$ cat src/rtl/rv32i_pkg.sv
// Shared definitions for the RV32I multi-cycle core: sequencer states,
// execute-phase encodings and architectural reset constants.
// No logic beyond a pure state-to-phase decode helper.
package rv32i_pkg;

  // Sequencer states; TRAP is terminal until reset.
  typedef enum logic [2:0] {
    ST_FETCH  = 3'd0,
    ST_DECODE = 3'd1,
    ST_EXEC   = 3'd2,
    ST_MEM    = 3'd3,
    ST_WB     = 3'd4,
    ST_TRAP   = 3'd5
  } seq_state_e;

  // Phase values presented to the execute decoder on its t input.
  localparam logic [1:0] T_FETCH  = 2'd0;
  localparam logic [1:0] T_DECODE = 2'd1;
  localparam logic [1:0] T_EXEC   = 2'd2;
  localparam logic [1:0] T_WB     = 2'd3;

  // addi x0, x0, 0 -- harmless filler for the instruction register.
  localparam logic [31:0] NOP_INSN = 32'h0000_0013;

  // Default program counter after reset.
  localparam logic [31:0] RESET_PC_DEFAULT = 32'h0000_0000;

  // MEM shares the EXEC phase so the datapath keeps driving the address;
  // TRAP reports FETCH so execute sees an idle phase.
  function automatic logic [1:0] phase_of(input seq_state_e s);
    logic [1:0] p;
    p = T_FETCH;
    case (s)
      ST_DECODE:       p = T_DECODE;
      ST_EXEC, ST_MEM: p = T_EXEC;
      ST_WB:           p = T_WB;
      default:         p = T_FETCH;
    endcase
    return p;
  endfunction

endpackage

$ cat src/rtl/rv32i_pc_unit.sv
// Program counter: holds the PC, computes PC+4 or the word-aligned jump target.
// Latency: new PC visible the cycle after commit_i; misalign_o is combinational.
// Backpressure: none; the PC only moves when the sequencer commits.
module rv32i_pc_unit
  import rv32i_pkg::*;
#(
  parameter int              XLEN     = 32,
  parameter logic [XLEN-1:0] RESET_PC = XLEN'(RESET_PC_DEFAULT)
) (
  input  logic            clk,
  input  logic            rst_n,
  input  logic            commit_i,
  input  logic            jump_i,
  input  logic [XLEN-1:0] alu_y_i,
  output logic [XLEN-1:0] pc_o,
  output logic            misalign_o
);

  logic [XLEN-1:0] pc_q;
  logic [XLEN-1:0] pc_d;
  logic [XLEN-1:0] pc_plus4;
  logic [XLEN-1:0] jump_target;

  // Sequential fall-through wraps naturally at 2^XLEN.
  assign pc_plus4    = pc_q + XLEN'(4);
  // Low bits are dropped so the PC is always word aligned.
  assign jump_target = {alu_y_i[XLEN-1:2], 2'b00};
  // Only a taken jump can be misaligned; fall-through is always aligned.
  assign misalign_o  = jump_i & (alu_y_i[1:0] != 2'b00);

  // Select the next PC; hold unless the sequencer commits a retirement.
  always_comb begin
    pc_d = pc_q;
    if (commit_i) begin
      pc_d = jump_i ? jump_target : pc_plus4;
    end
  end

  // PC register with synchronous active-low reset.
  always_ff @(posedge clk) begin
    if (!rst_n) begin
      pc_q <= RESET_PC;
    end else begin
      pc_q <= pc_d;
    end
  end

  assign pc_o = pc_q;

endmodule

$ cat src/rtl/rv32i_sequencer.sv
// Multi-cycle RV32I control sequencer: fetch, phase stepping, PC/IR/instret commit.
// Latency: 4 cycles per ALU instruction, 5 plus data wait states for loads/stores.
// Backpressure: FETCH holds for imem_ack, MEM holds for dmem_ack; requests are state-decoded.
// Option: RV32I_SEQ_MISALIGN_TRAP_EN traps on a taken jump to a non-word-aligned target.
module rv32i_sequencer
  import rv32i_pkg::*;
#(
  parameter int              XLEN     = 32,
  parameter logic [XLEN-1:0] RESET_PC = XLEN'(RESET_PC_DEFAULT),
  parameter logic [31:0]     NOP      = NOP_INSN
) (
  input  logic            clk,
  input  logic            rst_n,
  // instruction fetch port
  output logic            imem_req,
  output logic [XLEN-1:0] imem_addr,
  input  logic            imem_ack,
  input  logic [31:0]     imem_rdata,
  // execute decoder interface
  output logic [31:0]     inst,
  output logic [1:0]      t,
  input  logic            exc,
  input  logic            jump,
  input  logic            is_mem,
  input  logic            wb_en,
  input  logic [XLEN-1:0] alu_y,
  // data memory handshake
  output logic            dmem_req,
  input  logic            dmem_ack,
  // architectural state
  output logic            rf_we,
  output logic [XLEN-1:0] pc,
  output logic [XLEN-1:0] instret,
  output logic            halt
);

  seq_state_e      state_q;
  seq_state_e      state_d;
  logic [31:0]     inst_q;
  logic [31:0]     inst_d;
  logic [XLEN-1:0] instret_q;
  logic [XLEN-1:0] instret_d;

  logic            pc_commit;
  logic            pc_misalign;
  logic            wb_trap;

  // A misaligned taken jump becomes a trap only when the option is built in;
  // otherwise the PC unit silently word-aligns the target.
`ifdef RV32I_SEQ_MISALIGN_TRAP_EN
  assign wb_trap = pc_misalign;
`else
  logic unused_misalign;
  assign unused_misalign = pc_misalign;
  assign wb_trap         = 1'b0;
`endif

  rv32i_pc_unit #(
    .XLEN     (XLEN),
    .RESET_PC (RESET_PC)
  ) u_pc (
    .clk        (clk),
    .rst_n      (rst_n),
    .commit_i   (pc_commit),
    .jump_i     (jump),
    .alu_y_i    (alu_y),
    .pc_o       (pc),
    .misalign_o (pc_misalign)
  );

  // Next-state and output decode; inputs are only looked at in the state that owns them.
  always_comb begin
    state_d   = state_q;
    imem_req  = 1'b0;
    dmem_req  = 1'b0;
    rf_we     = 1'b0;
    halt      = 1'b0;
    pc_commit = 1'b0;
    t         = phase_of(state_q);

    case (state_q)
      ST_FETCH: begin
        imem_req = 1'b1;
        if (imem_ack) begin
          state_d = ST_DECODE;
        end
      end
      ST_DECODE: begin
        state_d = exc ? ST_TRAP : ST_EXEC;
      end
      ST_EXEC: begin
        state_d = is_mem ? ST_MEM : ST_WB;
      end
      ST_MEM: begin
        dmem_req = 1'b1;
        if (dmem_ack) begin
          state_d = ST_WB;
        end
      end
      ST_WB: begin
        // A trapping jump must leave no architectural trace.
        rf_we     = wb_en & ~wb_trap;
        pc_commit = ~wb_trap;
        state_d   = wb_trap ? ST_TRAP : ST_FETCH;
      end
      ST_TRAP: begin
        halt    = 1'b1;
        state_d = ST_TRAP;
      end
      default: begin
        state_d = ST_FETCH;
      end
    endcase
  end

  // Instruction register: capture on fetch ack, scrub to NOP once trapped.
  always_comb begin
    inst_d = inst_q;
    if (state_q == ST_FETCH && imem_ack) begin
      inst_d = imem_rdata;
    end else if (state_q == ST_TRAP) begin
      inst_d = NOP;
    end
  end

  // Retired-instruction counter advances exactly when the PC commits.
  always_comb begin
    instret_d = instret_q;
    if (pc_commit) begin
      instret_d = instret_q + XLEN'(1);
    end
  end

  // State, IR and instret registers; reset wins over every state including TRAP.
  always_ff @(posedge clk) begin
    if (!rst_n) begin
      state_q   <= ST_FETCH;
      inst_q    <= NOP;
      instret_q <= '0;
    end else begin
      state_q   <= state_d;
      inst_q    <= inst_d;
      instret_q <= instret_d;
    end
  end

  assign imem_addr = pc;
  assign inst      = inst_q;
  assign instret   = instret_q;

endmodule

$ cat config.mk
export PLATFORM = sky130hd
export DESIGN_NAME = rv32i_sequencer
export DESIGN_NICKNAME = d
export VERILOG_FILES = /design/src/rtl/rv32i_pkg.sv /design/src/rtl/rv32i_pc_unit.sv /design/src/rtl/rv32i_sequencer.sv
export SDC_FILE = /design/constraint.sdc
export NUM_CORES = 1
export LEC_CHECK = 0
export ABC_CLOCK_PERIOD_IN_PS = 4700
export BUFFER_PORTS_ARGS = -buffer_cell sky130_fd_sc_hd__clkbuf_2
export CAP_MARGIN = 20
export CORE_MARGIN = 3
export CORE_UTILIZATION = 53
export CTS_CLUSTER_DIAMETER = 60
export CTS_CLUSTER_SIZE = 12
export DETAILED_ROUTE_END_ITERATION = 10
export GPL_ROUTABILITY_DRIVEN = 0
export PLACE_DENSITY = 0.87
export REMOVE_ABC_BUFFERS = 1
export SLEW_MARGIN = 20
export SYNTH_ARGS = -nofsm -noshare
export SYNTH_HDL_FRONTEND = slang
export SYNTH_SLANG_ARGS = --single-unit
$ cat constraint.sdc
create_clock -name clk -period 4.7 [get_ports clk]
set_clock_uncertainty 0.15 [all_clocks]
set_input_delay 0.94 -clock clk [delete_from_list [all_inputs] [get_ports clk]]
set_output_delay 0.94 -clock clk [all_outputs]
set_load 0.05 [all_outputs]
# Word level (Yosys, flattened, before mapping)
# Cells that the tools add are included.
# Widths: inputs -> output; s select.
# totals
register_bits	99
input_bits	72
out_inout_bits	134
word_cells	32
# op_classes
mux	14
n_reduce_logical	5
n_eq_ne	7
add_sub_neg	2
# op_table
op	n
$mux 32	3
$add 32x1->32 const B	1
$add 32x3->32 const B	1
$pmux 3 s5	1
$mux 3	4
$eq 3x2->1 const B	2
$eq 3x3->1 const B	2
$pmux 2 s3	1
$mux 1	5
$ne 2x2->1 const B	2
$eq 3x1->1 const B	1
$logic_not 3->1	1
$reduce_and 2->1	1
$reduce_bool 2->1	1
$reduce_or 2->1	1
$logic_and 1x1->1	1

# Logic depth before layout (Yosys ltp)
# Gate-level depths: netlist (run 1).
# logic_depth
ltp_word	3
mapped_depth	8
depth_no_buf	6

# Cells and area by module
# A second synthesis (run 1) with hierarchy kept.
# unflattened
cells_unflattened	658
hier_area_um2	5122.4
# modules_own_cells
module	instances	cells_per_inst	seq_area_each_um2	area_per_inst_um2
rv32i_sequencer	1	394	1341.3	3138.0
rv32i_pc_unit	1	264	600.6	1984.4

# Least setup slack after synthesis (run 1)
# Ideal clock, no wire load.
# synth_timing
path_kind	register -> output
from	register state_q[0]
to	output imem_req
setup_slack_ns	2.003
t_arrival_ns	1.607
path_stages_with_launch	3
path_buffers	1
required_time_ns	3.610
cell_sequence	dfxtp_1 buf_6 nor3_1
# synth_between
elab_chain_cells	2
# synth_rtl
item	line_no	rtl
start, declared	rv32i_sequencer.sv:37	seq_state_e state_q;
start signal, assigned	rv32i_sequencer.sv:141	state_q <= state_d;
$logic_not 3->1	rv32i_sequencer.sv:81	case (state_q)
$mux 1	rv32i_sequencer.sv:81	
end, declared	rv32i_sequencer.sv:15	output logic imem_req,
# Every way passes these cells.

# Final worst setup path (run 1)
# layout_timing
from	register state_q[2]
to	output t[1]
# layout_between
elab_chain_cells	3
elab_cells_between_ends	6
classes_between	eq/ne: 4; mux: 1; reduce/logical: 1
# layout_rtl
item	line_no	rtl
$eq 3x2->1	rv32i_pkg.sv:33	case (s)
$reduce_or 2->1	rv32i_pkg.sv:33	
$pmux 2 s3 *	rv32i_pkg.sv:33	
end, declared	rv32i_sequencer.sv:21	output logic [1:0] t,
# Mark *: on every way between the ends. The rest lies on a longest branch, timed or not.

==> summary by stage, run 1 <==
Yosys
The synthesized netlist cell count is 645. Summing the areas of all compound-gate instances in the mapped netlist gives about 15% of the synthesized area. In the synthesized netlist the dominant register cell turns out to be sky130_fd_sc_hd__dfxtp_1. After synthesis, the share of cell area in mux cells is less than 1%. The adder-cell share of the synthesized area is less than 1%. By area the synthesized netlist is led by sky130_fd_sc_hd__dfxtp_1 (38%), sky130_fd_sc_hd__nand3_1 (6.0%), sky130_fd_sc_hd__a21oi_1 (5.4%). After synthesis, the largest family of logic cells by area is simple AND/OR/NAND/NOR gates. The synthesized design contains a little under 100 register bits. The share of the synthesized area in the top cell type is approximately two fifths. The simple-gate area share of the yosys netlist is 30.3%. Sequential cells were found to cover between 30% and 40% of the synthesized design area. The synthesized design spends more area on one cell type than any other, namely sky130_fd_sc_hd__dfxtp_1.

The fraction of registers with async set or reset after synthesis is 0%. The cell area after synthesis is between 5000 and 6000 sq um. In this run the mean area of a mapped cell was between 7 and 8 sq um. Yosys printed 0 warnings.

Of the total synthesized cell area, the portion taken by XOR and XNOR cells is 5.17%. Yosys mapped the design onto 61 distinct sky130hd cell types. The synthesized design contains 0 enable-type register cells.

Hold path
The worst hold path begins at inst[15]. In this run the worst hold path is classified as register to register. The end point of the most critical hold path is inst[15]. The cell count of the worst hold path is 2.

Placement
Buffers placed on the I/O ports in this run total 199. The cell total after placement is between 900 and 1,000. The HPWL after detailed placement is about 9900 um.

Worst setup path
The worst register-to-register path has a depth of 7. The arrival time at the worst endpoint is between 1.5 and 2 ns. The endpoint of the lowest-slack register-to-register path is u_pc.pc_o[28].

The critical path class is register to output port. The worst stage delay on the critical path is just over 0.6 ns. The critical path goes through or3b_4 -> nand2_1 -> clkbuf_2.

The category of the worst setup path capture point is an output port. The slowest stage of the critical path belongs to the cell sky130_fd_sc_hd__or3b_4. STA puts the critical path data required time at about 3.6 ns. In this run the critical register-to-register path is launched from u_pc.pc_o[2]. The kind of start point of the critical path is a register.

Along the worst path, the maximum fanout reaches 40. The slack of the worst reg-to-reg path is ~2.3 ns.

Global routing
Summed over all layers, the global routing overflow is 0. The number of antenna violations at the first check in global routing came to 0. The via count of the first global-routing pass is 4,981.

The first-pass GRT wire length is 23,300 um. For this run, the total global-route usage over all layers was measured as ~25%. Entering global routing, the biggest net connects 68 pins.

Clock tree
Once the clock tree was built, the resizer swapped 0 gates to a different size. The hold buffer count at cts is 0. CTS placed an instance of sky130_fd_sc_hd__clkbuf_8 at the clock tree root. The clock-pin slew on the worst setup and hold paths is ~0.10 ns. Clock latency on the worst-skew pair, taken at its later pin, is approximately 0.36 ns.

TritonCTS built the clock tree. Buffers inserted during clock tree synthesis total 9. The maximum level of the CTS H-tree is 3. The post-CTS setup repair buffer count is 0.

The largest buffer count on any clock path is 2. For this design, the sink count on the clock tree is 97.

Route
The violation count after the first detailed-route iteration is between 300 and 400. Before antenna repair, the detailed router went through 7 iterations. Dividing the detail-routed via count by the number of cells gives a little under 6.

The remaining routing DRC violations is 0. The detailed-route wire length per cell is about 15 um. Wires add up to 14,000 um. The routed layout has 5,319 vias. The antenna violation net count after detailed routing is 0.

Layout
The final design utilization is approximately 65%. The sequential cell area is 1940 sq um. The most common cell after layout, fill and taps aside is sky130_fd_sc_hd__clkbuf_2. The final-layout fill cell count is 820. The net count reported at finish is around 860.

Cells with a size suffix above 1 make up 30.4% of the layout. In the layout the commonest cells are sky130_fd_sc_hd__clkbuf_2 (199), sky130_fd_sc_hd__dfxtp_1 (97), sky130_fd_sc_hd__nand2_1 (68). Compared with the post-synthesis result, the final layout area differs by 18.8%. The area of combinational cells with multiple inputs is 2690 sq um. The repair_antennas step left the layout with diodes totalling 0.

The non-filler instance count after layout is between 900 and 1,000.

STA
Setup repair after global routing left no endpoint under its margin. Setup violations remaining at the end of the flow were counted as 0. The final number of max-transition violations is 0.

The total count of hold-check failures in the final report was 0. The actual slew at the worst max-slew pin is approximately 1.1 ns. The shortest clock period the worst path allows after layout is between 3 and 4 ns. Setup total negative slack on the finished layout was measured at 0 ns.

Timing would allow up to 330 MHz. Headroom to the max-slew limit came out at ~29%. The worst hold margin is ~0.32 ns.

The final critical path takes up between 60% and 70% of the cycle.

Pwr
The power density over the cells is just over 300 nW/um^2. The static leakage is around 0.0027 uW. The largest voltage drop on the vdd net is about 0.00013 V. The sum of internal, switching and leakage power is roughly 1900 uW.

Floorplan
The initial core utilization is 54.7%. The die covers between 10,000 and 15,000 sq um. In this run the core area contains 35 standard-cell rows. The floorplan step defined a core boundary enclosing 9280 sq um.

The die is ~100 um tall. During I/O placement, the number of pins put on the boundary was about 200. From left edge to right edge, the die measures between 100 and 150 um.

Flow run
The max-cap check violation count is 0.

Outcome
The flow ran to the end, and the final reports show no timing, DRC or antenna violations.
synth_stat cells, types with 2 or more instances:
library cell	n
sky130_fd_sc_hd__dfxtp_1	97
sky130_fd_sc_hd__nand2_1	68
sky130_fd_sc_hd__nor2_1	66
sky130_fd_sc_hd__nand3_1	61
sky130_fd_sc_hd__a21oi_1	55
sky130_fd_sc_hd__buf_4	36
sky130_fd_sc_hd__o21ai_0	27
sky130_fd_sc_hd__clkbuf_1	23
sky130_fd_sc_hd__nand4_1	23
sky130_fd_sc_hd__xor2_1	22
sky130_fd_sc_hd__nor3_1	17
sky130_fd_sc_hd__and3_1	12
sky130_fd_sc_hd__buf_2	12
sky130_fd_sc_hd__a31oi_1	8
sky130_fd_sc_hd__and2_1	8
sky130_fd_sc_hd__xnor2_1	8
sky130_fd_sc_hd__and4_1	7
sky130_fd_sc_hd__a22oi_1	6
sky130_fd_sc_hd__buf_1	6
sky130_fd_sc_hd__or3_1	6
sky130_fd_sc_hd__a311oi_1	5
sky130_fd_sc_hd__inv_1	5
sky130_fd_sc_hd__mux2i_1	5
sky130_fd_sc_hd__o211ai_1	4
sky130_fd_sc_hd__o22ai_1	4
sky130_fd_sc_hd__o31ai_1	4
sky130_fd_sc_hd__a211oi_1	3
sky130_fd_sc_hd__a21o_1	3
sky130_fd_sc_hd__nand2b_1	3
sky130_fd_sc_hd__a32oi_1	2
sky130_fd_sc_hd__ha_1	2
sky130_fd_sc_hd__nand3b_1	2
sky130_fd_sc_hd__nand4_2	2
sky130_fd_sc_hd__nor3_4	2
sky130_fd_sc_hd__nor4_1	2
sky130_fd_sc_hd__nor4_2	2
sky130_fd_sc_hd__o21a_1	2
sky130_fd_sc_hd__o41ai_1	2
cells by family after synthesis:
family,Yosys count
DFF,97
and+or+nand+nor,295
AOI/OAI and AO/OA,131
other,1
buffers and inverters,84
xor gates and xnor gates,30
adders and majority gates,2
muxes,5
registers in the layout, indices dropped and copies added (netlist names):
signal / count
state_q: 3
inst: 32
instret: 32
u_pc.pc_o: 30
per-stage QoR:
stage	setup slack [ns]	cell area [sq um]
after CTS	1.63	6030
final	1.67	6040
after global placement	1.96	5840
after floorplan	1.52	4640
after global routing	1.53	6040
after detailed placement	1.92	5840
worst max-delay path by stage:
| stage | slack, ns | to | from | cells past startpoint |
|---|---|---|---|---|
| finish | 1.67 | t[1] | state_q[2] | 3 |
| detailed placement | 1.92 | instret[23] | rst_n | 4 |
| global placement | 1.96 | state_q[1] | rst_n | 4 |
| floorplan | 1.52 | u_pc.pc_o[28] | u_pc.pc_o[3] | 6 |
| CTS | 1.63 | rf_we | state_q[2] | 3 |
| global route | 1.53 | rf_we | state_q[2] | 3 |
layer usage:
metal | part of all wire (%) | GRT usage [%]
met5 | 0 | 0
met4 | 1.4 | 9.97
met3 | 8.5 | 6.27
met2 | 50 | 44.4
met1 | 40 | 30.0
worst max-delay path: cells and delay by family, from the launching register on:
kind	cells	cell delay [ns]
buf+inv	1	0.28
flops	1	0.51
simple gates	2	0.78
report_power, final:
group | internal, uW | switching [uW]
Sequential | 860 | 42.5
Combinational | 106 | 324
Clock | 204 | 318
Total | 1170 | 685
final cells by class:
class                   count  area share, %
clock inverters             7           1.10
multi-input cells         467           44.5
flip-flops and latches     97           32.2
clock buffers               9           2.05
well taps                 129           2.67
repair buffers            204           17.1
inverters                   6          0.373
Power figures use the tool's default switching activity.
==> run 2: changes to the inputs <==
--- a/config.mk
+++ b/config.mk
@@ -5,16 +5,16 @@
 export SDC_FILE = /design/constraint.sdc
 export NUM_CORES = 1
 export LEC_CHECK = 0
-export ABC_CLOCK_PERIOD_IN_PS = 4700
+export ABC_CLOCK_PERIOD_IN_PS = 3000
 export BUFFER_PORTS_ARGS = -buffer_cell sky130_fd_sc_hd__clkbuf_2
 export CAP_MARGIN = 20
 export CORE_MARGIN = 3
-export CORE_UTILIZATION = 53
+export CORE_UTILIZATION = 49
 export CTS_CLUSTER_DIAMETER = 60
 export CTS_CLUSTER_SIZE = 12
 export DETAILED_ROUTE_END_ITERATION = 10
 export GPL_ROUTABILITY_DRIVEN = 0
-export PLACE_DENSITY = 0.87
+export PLACE_DENSITY = 0.81
 export REMOVE_ABC_BUFFERS = 1
 export SLEW_MARGIN = 20
 export SYNTH_ARGS = -nofsm -noshare
==> constraint.sdc (replaced) <==
create_clock -name clk -period 3 [get_ports clk]
set_clock_uncertainty 0.15 [all_clocks]
set_input_delay 0.6 -clock clk [delete_from_list [all_inputs] [get_ports clk]]
set_output_delay 0.6 -clock clk [all_outputs]
set_load 0.05 [all_outputs]
==> run 2 against run 1 <==
  * First-iteration DRC count down 8.0%
  * Worst setup slack got worse by 1.2 ns
  * Non-clock buffer count is 5 higher
  * Clock power grew 96%
  * Critical path depth did not move
  * Via count is 0.94% lower
  * Global-route usage is 1.8 points lower
  * Worst hold slack got worse by 0.016 ns
==> summary by stage, run 2 (synthesis results as in run 1) <==
Pwr
The net switching component of the power is 1040 uW (+52%). The static leakage came to 0.00271 uW (+1.7%). The power density over the cells is 509 nW/um^2 (+66%).

The largest voltage drop on the vdd net came to 0.000274 V (+110%). The register share of total power is 45.3% (-3.4 points). The switching fraction of total power is 33.5% (-3.5 points). The relative contribution of combinational cells to total power is 21.9% (-1.3 points). The relative contribution of the clock network to total power is 32.8% (+4.7 points).

The cell-internal power is 2070 uW (+77%).

Worst setup path
The critical path class is register to output port. The maximum fanout along the worst path is 17 (-57%). The arrival time at the worst endpoint was 1.83 ns (-0.11 ns). The beginning of the worst register-to-register path is u_pc.pc_o[2].

The critical path goes through or3b_4 -> nand2_1 -> clkbuf_2. The worst stage delay on the critical path is 0.54 ns (-0.08 ns). The worst endpoint required time was 2.25 ns (-1.36 ns). The logic depth of the worst register-to-register path is 6 (-1). For this design, the slowest cell found on the critical path is sky130_fd_sc_hd__dfxtp_1. The slack of the worst reg-to-reg path was 0.47 ns (-1.80 ns). The worst setup path is launched from a register. The launch point of the critical path is state_q[2].

STA classifies the critical path endpoint as an output port. The worst register-to-register path ends at u_pc.pc_o[28].

Global routing
The sum of overflow across all layers after global routing is 0 (unchanged). The pin count of the biggest net entering global routing is 68 (unchanged). The number of antenna violations at the first check in global routing is 0 (unchanged). The first-pass GRT wire length is 22,500 um (-3.5%).

The via count of the first global-routing pass is 4,817 (-3.3%). The combined global-route utilization of all metal layers came to 23.7% (-1.8 points).

Route
The remaining routing DRC violations is 0 (unchanged). The detailed-router iteration count before antenna repair was 5 (-2). The average vias per placed instance is 5.68 (-1.9%). The antenna violation net count after detailed routing is 0 (unchanged). The detailed-route wire length per cell came to 15.1 um (-1.1%).

The violation count after the first detailed-route iteration is 334 (-8.0%). The via count of the routed design is 5,269 (-0.94%). The overall routed net length came to 14,000 um (-0.13%).

Layout
The non-filler instance count after layout is 928 (+0.98%). The total inserted antenna cells came to 0 (unchanged). The fraction of layout cells with a size suffix above 1 came to 30.7% (+0.31 points). The most common cell after layout, fill and taps aside is sky130_fd_sc_hd__clkbuf_2.

The area growth from synthesis to final layout is 20.6%. The final instance area came to 6130 sq um (+1.6%). The net count reported at finish is 864 (+0.58%). In the layout the commonest cells are sky130_fd_sc_hd__clkbuf_2 (199), sky130_fd_sc_hd__dfxtp_1 (97), sky130_fd_sc_hd__nand2_1 (68).

STA
The share of the clock period used by the worst path after layout is 86.0%. The maximum operating frequency is 388 MHz. The final number of max-transition violations is 0 (unchanged).

Counting I/O delays and the setup requirement, the final critical path takes ~2.6 ns. Setup repair after global routing left no endpoint under its margin. The worst-case setup margin in the final layout came to 0.421 ns (-1.25 ns).

The worst hold margin came to 0.302 ns (-0.0159 ns). The final count of negative-setup-slack endpoints was 0 (unchanged). The actual slew at the worst max-slew pin is 0.624 ns (-0.432 ns).

The total count of hold-check failures in the final report was 0 (unchanged). The relative slew slack was 58.4% (+29 points).

Floorplan
The core outline area is 9910 sq um (+6.7%). The die height is 108 um (+3.8%). The number of top-level pins is 206 (unchanged).

The number of rows created at floorplan was 36 (+2.9%). The die area is 11,600 sq um (+7.7%). The initial core utilization came to 51.3% (-3.5 points).

The x dimension of the die was 108 um (+3.8%).

Hold path
The path with the worst hold slack has its endpoint at inst[14]. The worst hold path belongs to the class input pin to register. The cell count of the worst hold path is 3 (+1). In this run the most critical hold path is launched from imem_rdata[14].

Placement
The number of port buffers was 199 (unchanged). The HPWL after detailed placement was 10,200 um (+2.1%). The cell total after placement is 912 (+1.0%).

The worst-case setup slack after placement is 0.509 ns (-1.41 ns). The placed instance area is 5890 sq um (+0.73%).

Clock tree
The cell at the root of the clock tree is sky130_fd_sc_hd__clkbuf_8. TritonCTS built the clock tree. The clock insertion delay at the later pin of the skew report is 0.36 ns (about the same). The total number of clock tree sinks is 97 (unchanged). The number of buffers inserted during clock tree synthesis is 9 (unchanged).

The hold buffer count at cts is 0 (unchanged). The post-CTS setup repair buffer count is 0 (unchanged). The clock-pin slew on the worst setup and hold paths was 0.10 ns (about the same). The largest buffer count on any clock path was 2 (unchanged). The maximum level of the CTS H-tree is 3 (unchanged).

The count of instances resized after the clock tree is built was 0 (unchanged).

Outcome
The run finished with clean final reports.

Flow run
The max-cap check violation count is 0 (unchanged).
==> run 2: changes by cell type in the layout (fill, tap and decap cells not counted) <==
| cell | before | now |
|---|---|---|
| sky130_fd_sc_hd__and2_1 | 7 | 8 |
| sky130_fd_sc_hd__and2_2 | 1 | 0 |
| sky130_fd_sc_hd__buf_4 | 5 | 10 |
| sky130_fd_sc_hd__bufinv_16 | 0 | 3 |
| sky130_fd_sc_hd__clkinv_4 | 2 | 1 |
| sky130_fd_sc_hd__clkinv_8 | 1 | 0 |
| sky130_fd_sc_hd__clkinvlp_4 | 1 | 2 |
| sky130_fd_sc_hd__inv_6 | 1 | 0 |
| sky130_fd_sc_hd__inv_8 | 1 | 0 |
==> run 2: worst max-delay path by stage <==
| stage | end | cells past startpoint |
|---|---|---|
| after floorplan | u_pc.pc_o[28] | 6 |
| after detailed placement | u_pc.pc_o[28] | 6 |
| final | t[1] | 3 |
| after global placement | u_pc.pc_o[28] | 6 |
| after CTS | t[1] | 3 |
| after global routing | u_pc.pc_o[28] | 6 |
==> run 2: metal layers <==
layer	wire (um)	GRT usage (%)	up-vias	share of wire (%)
met2	6840	41.7	254	49
li1	-	-	2550	-
met5	0	0	-	0
met3	1110	3.72	26	8.0
met4	301	9.56	0	2.1
met1	5750	28.6	2439	41
==> run 2: power by group through the flow <==
| stage | clock network (uW) | logic, uW | registers, uW |
|---|---|---|---|
| after CTS | 1040 | 686 | 1410 |
| final | 1020 | 683 | 1410 |
| after global placement | 0 | 674 | 1440 |
| after global routing | 1090 | 730 | 1420 |
| after floorplan | 0 | 231 | 1670 |
| after detailed placement | 0 | 685 | 1440 |
==> run 2: layout make-up <==
cell class | instances | area, sq um
Sequential cell | 97 | 1940
Clock inverter | 7 | 119
Inverter | 6 | 22.5
Fill cell | 909 | 3780
Tap cell | 133 | 166
Clock buffer | 9 | 124
Multi-Input combinational cell | 467 | 2690
Timing Repair Buffer | 209 | 1070
==> run 2: worst max-delay path: cells and delay by family (launching register included) <==
kind,cells,cell delay (ns)
buffers and inverters,1,0.28
flip-flops,1,0.54
AND/OR/NAND/NOR,2,0.64
==> run 2: stage by stage <==
stage | utilization, % | setup TNS, ns | total power (uW)
finish | 61.9 | 0 | 3120
global route | 61.9 | 0 | 3240
CTS | 61.9 | 0 | 3140
detailed placement | 59.4 | 0 | 2130
global placement | 59.4 | 0 | 2110
floorplan | - | -2.05 | 1900
==> run 3: changes to the inputs <==
--- a/config.mk
+++ b/config.mk
@@ -5,7 +5,7 @@
 export SDC_FILE = /design/constraint.sdc
 export NUM_CORES = 1
 export LEC_CHECK = 0
-export ABC_CLOCK_PERIOD_IN_PS = 3000
+export ABC_CLOCK_PERIOD_IN_PS = 2800
 export BUFFER_PORTS_ARGS = -buffer_cell sky130_fd_sc_hd__clkbuf_2
 export CAP_MARGIN = 20
 export CORE_MARGIN = 3
@@ -19,4 +19,5 @@
 export SLEW_MARGIN = 20
 export SYNTH_ARGS = -nofsm -noshare
 export SYNTH_HDL_FRONTEND = slang
+export SYNTH_HIERARCHICAL = 1
 export SYNTH_SLANG_ARGS = --single-unit
==> constraint.sdc (replaced) <==
create_clock -name clk -period 2.8 [get_ports clk]
set_clock_uncertainty 0.15 [all_clocks]
set_input_delay 0.56 -clock clk [delete_from_list [all_inputs] [get_ports clk]]
set_output_delay 0.56 -clock clk [all_outputs]
set_load 0.05 [all_outputs]
==> run 3 against run 2 <==
  * Area after synthesis grew 0.64%
  * Sequential cell count is the same
  * Register-to-register slack lost 0.22 ns
  * Largest cell class unchanged
==> summary by stage, run 3 <==
Floorplan
The core outline area was 9950 sq um (+0.45%). The number of rows created at floorplan was 36 (unchanged). The initial core utilization is 51.4% (+0.095 points). The die area is 11,700 sq um (+0.60%).

The x dimension of the die is 108 um (+0.30%). The die height is 108 um (+0.30%). The number of top-level pins was 206 (unchanged).

STA
The total count of hold-check failures in the final report is 0 (unchanged). The relative slew slack came to 59.0% (+0.55 points). The final count of negative-setup-slack endpoints came to 0 (unchanged). The actual slew at the worst max-slew pin is 0.616 ns (-0.00827 ns).

The final number of max-transition violations came to 0 (unchanged). The worst-case setup margin in the final layout came to 0.135 ns (-0.287 ns). Setup repair after global routing left no endpoint under its margin. The setup total negative slack came to 0 ns (unchanged). The worst path uses approximately 95% of the clock period.

The worst hold margin came to 0.248 ns (-0.0539 ns). The routed design could run at a clock period as short as around 2.7 ns. The maximum operating frequency is ~380 MHz.

Clock tree
The clock-pin slew on the worst setup and hold paths is 0.11 ns (about the same). The cell at the root of the clock tree is sky130_fd_sc_hd__clkbuf_8. The largest buffer count on any clock path was 2 (unchanged). The post-CTS setup repair buffer count is 0 (unchanged).

The number of buffers inserted during clock tree synthesis was 9 (unchanged). The clock insertion delay at the later pin of the skew report is 0.36 ns (about the same). The maximum level of the CTS H-tree is 3 (unchanged). TritonCTS built the clock tree. The total number of clock tree sinks is 97 (unchanged).

Yosys
The mean cell area of the mapped netlist is 7.80 sq um (-1.0%). The number of warnings reported in the yosys synthesis log was 6 (+6). The synthesized netlist cell count was 656 (+1.7%). The cell area after synthesis came to 5110 sq um (+0.64%).

Layout
The final instance area is 6180 sq um (+0.78%). The most common cell after layout, fill and taps aside is sky130_fd_sc_hd__clkbuf_2. The net count reported at finish came to 881 (+2.0%). The library cells used most frequently in the layout, excluding fill and tap cells, are sky130_fd_sc_hd__clkbuf_2 (198), sky130_fd_sc_hd__dfxtp_1 (96), sky130_fd_sc_hd__nand2_1 (77).

The fraction of layout cells with a size suffix above 1 came to 30.2% (-0.52 points). From synthesis to final layout, the design area changed by 20.8%. The total inserted antenna cells is 0 (unchanged).

Route
The average vias per placed instance is 5.75 (+1.3%). The detailed-route wire length per cell is 15.3 um (+1.7%). The violation count after the first detailed-route iteration is 428 (+28%). The via count of the routed design is 5,437 (+3.2%). The overall routed net length is 14,500 um (+3.6%). The antenna violation net count after detailed routing is 0 (unchanged). The detailed-router iteration count before antenna repair is 5 (unchanged). The remaining routing DRC violations is 0 (unchanged).

Global routing
The via count of the first global-routing pass is 4,935 (+2.4%). The number of antenna violations at the first check in global routing is 0 (unchanged). The combined global-route utilization of all metal layers came to 24.0% (+0.30 points). The pin count of the biggest net entering global routing is 59 (-13%). The first-pass GRT wire length came to 23,100 um (+2.7%). The sum of overflow across all layers after global routing was 0 (unchanged).

Worst setup path
Counting stages on the worst path, the most repeated cell is sky130_fd_sc_hd__buf_4. The slowest library cell on the worst path is sky130_fd_sc_hd__or3b_1. In this design, the largest share of critical-path delay is due to buffers and inverters.

The critical path class is register to output port. The worst endpoint required time is 2.09 ns (-0.16 ns). The sum of buffers and inverters on the critical path is 4 (+3). The maximum fanout along the worst path was 9 (-8).

STA classifies the critical path endpoint as an output port. Traced cell by cell, the critical path runs through or3b_1 -> buf_4 -> inv_1 -> buf_4 -> and2_1 -> clkbuf_4. The kind of start point of the critical path is a register.

The arrival time at the worst endpoint is 1.96 ns (+0.13 ns). The worst stage delay on the critical path is 0.42 ns (-0.12 ns).

Pwr
The static leakage is 0.00265 uW (-2.4%). The largest voltage drop on the vdd net is 0.000330 V (+21%). The sum of internal, switching and leakage power is 3170 uW (+1.7%). The power density over the cells is 513 nW/um^2 (+0.91%).

Hold path
The worst hold-check path type is input pin to register.

Placement
The placed instance area is 5980 sq um (+1.6%). The worst-case setup slack after placement is 0.185 ns (-0.324 ns). The number of port buffers is 199 (unchanged). The HPWL after detailed placement came to 10,700 um (+5.6%).

Outcome
The flow ran to the end, and the final reports show no timing, DRC or antenna violations.

Flow run
The max-cap check violation count was 0 (unchanged).
-- run 3: cell types whose count changed in the layout (fill, tap and decap cells not counted), sizes merged, moves of 5 or more --
cell,before,now
or4,1,13
nand3,62,53
nand2,69,78
nand4,26,19
xor2,22,4
nor2,66,37
buf,10,21
nor3,20,15
o31ai,4,15
or3,6,12
o21ai,27,34
a21oi,55,66
inv,6,15
mux2i,5,11
-- run 3: report_power, final --
part	switching [uW]	internal (uW)	total [uW]
combinational	571	200	770
sequential	59.4	1450	1510
clock	547	348	895
total	1180	1990	3170
-- run 3: path summary, 6_finish.rpt --
| check | startpoint | endpoint | slack [ns] | cells past startpoint |
|---|---|---|---|---|
| hold reg to reg | inst[17] | inst[17] | 0.32 | 2 |
| hold / removal | imem_rdata[26] | inst[26] | 0.25 | 3 |
| setup / recovery | state_q[1] | rf_we | 0.13 | 6 |
| setup reg to reg | state_q[1] | instret[26] | 0.25 | 4 |
-- run 3: what timing repair did --
action / 4_1_cts / 5_1_grt
gates resized for setup: 1 / 1
hold buffers: 0 / 0
endpoints found under the setup margin: 1 / 1
gates cloned: 0 / 0
-- run 3: routing by layer --
layer | up-vias | wire length, um | global-route usage, %
met5 | - | 0 | 0
met4 | 0 | 268 | 9.02
met3 | 22 | 865 | 3.10
met2 | 207 | 7310 | 41.9
met1 | 2557 | 6060 | 30.1
li1 | 2651 | - | -
-- run 3: layout make-up --
cell class | instances | area [sq um]
Fill cell | 910 | 3780
Timing Repair Buffer | 220 | 1160
Multi-Input combinational cell | 468 | 2680
Clock buffer | 9 | 124
Tap cell | 133 | 166
Inverter | 11 | 41.3
Clock inverter | 7 | 67.6
Sequential cell | 97 | 1940
-- run 3: through the flow --
step / util [%] / instances
floorplan: - / 576
finish: 62.1 / 945
global placement: 60.1 / 929
detailed placement: 60.1 / 929
CTS: 62.0 / 945
global route: 62.1 / 945
-- run 3: worst min-delay path: stages --
cell	delay [ns]
sky130_fd_sc_hd__clkbuf_2	0.08
sky130_fd_sc_hd__nand2_1	0.04
sky130_fd_sc_hd__a21oi_1	0.05
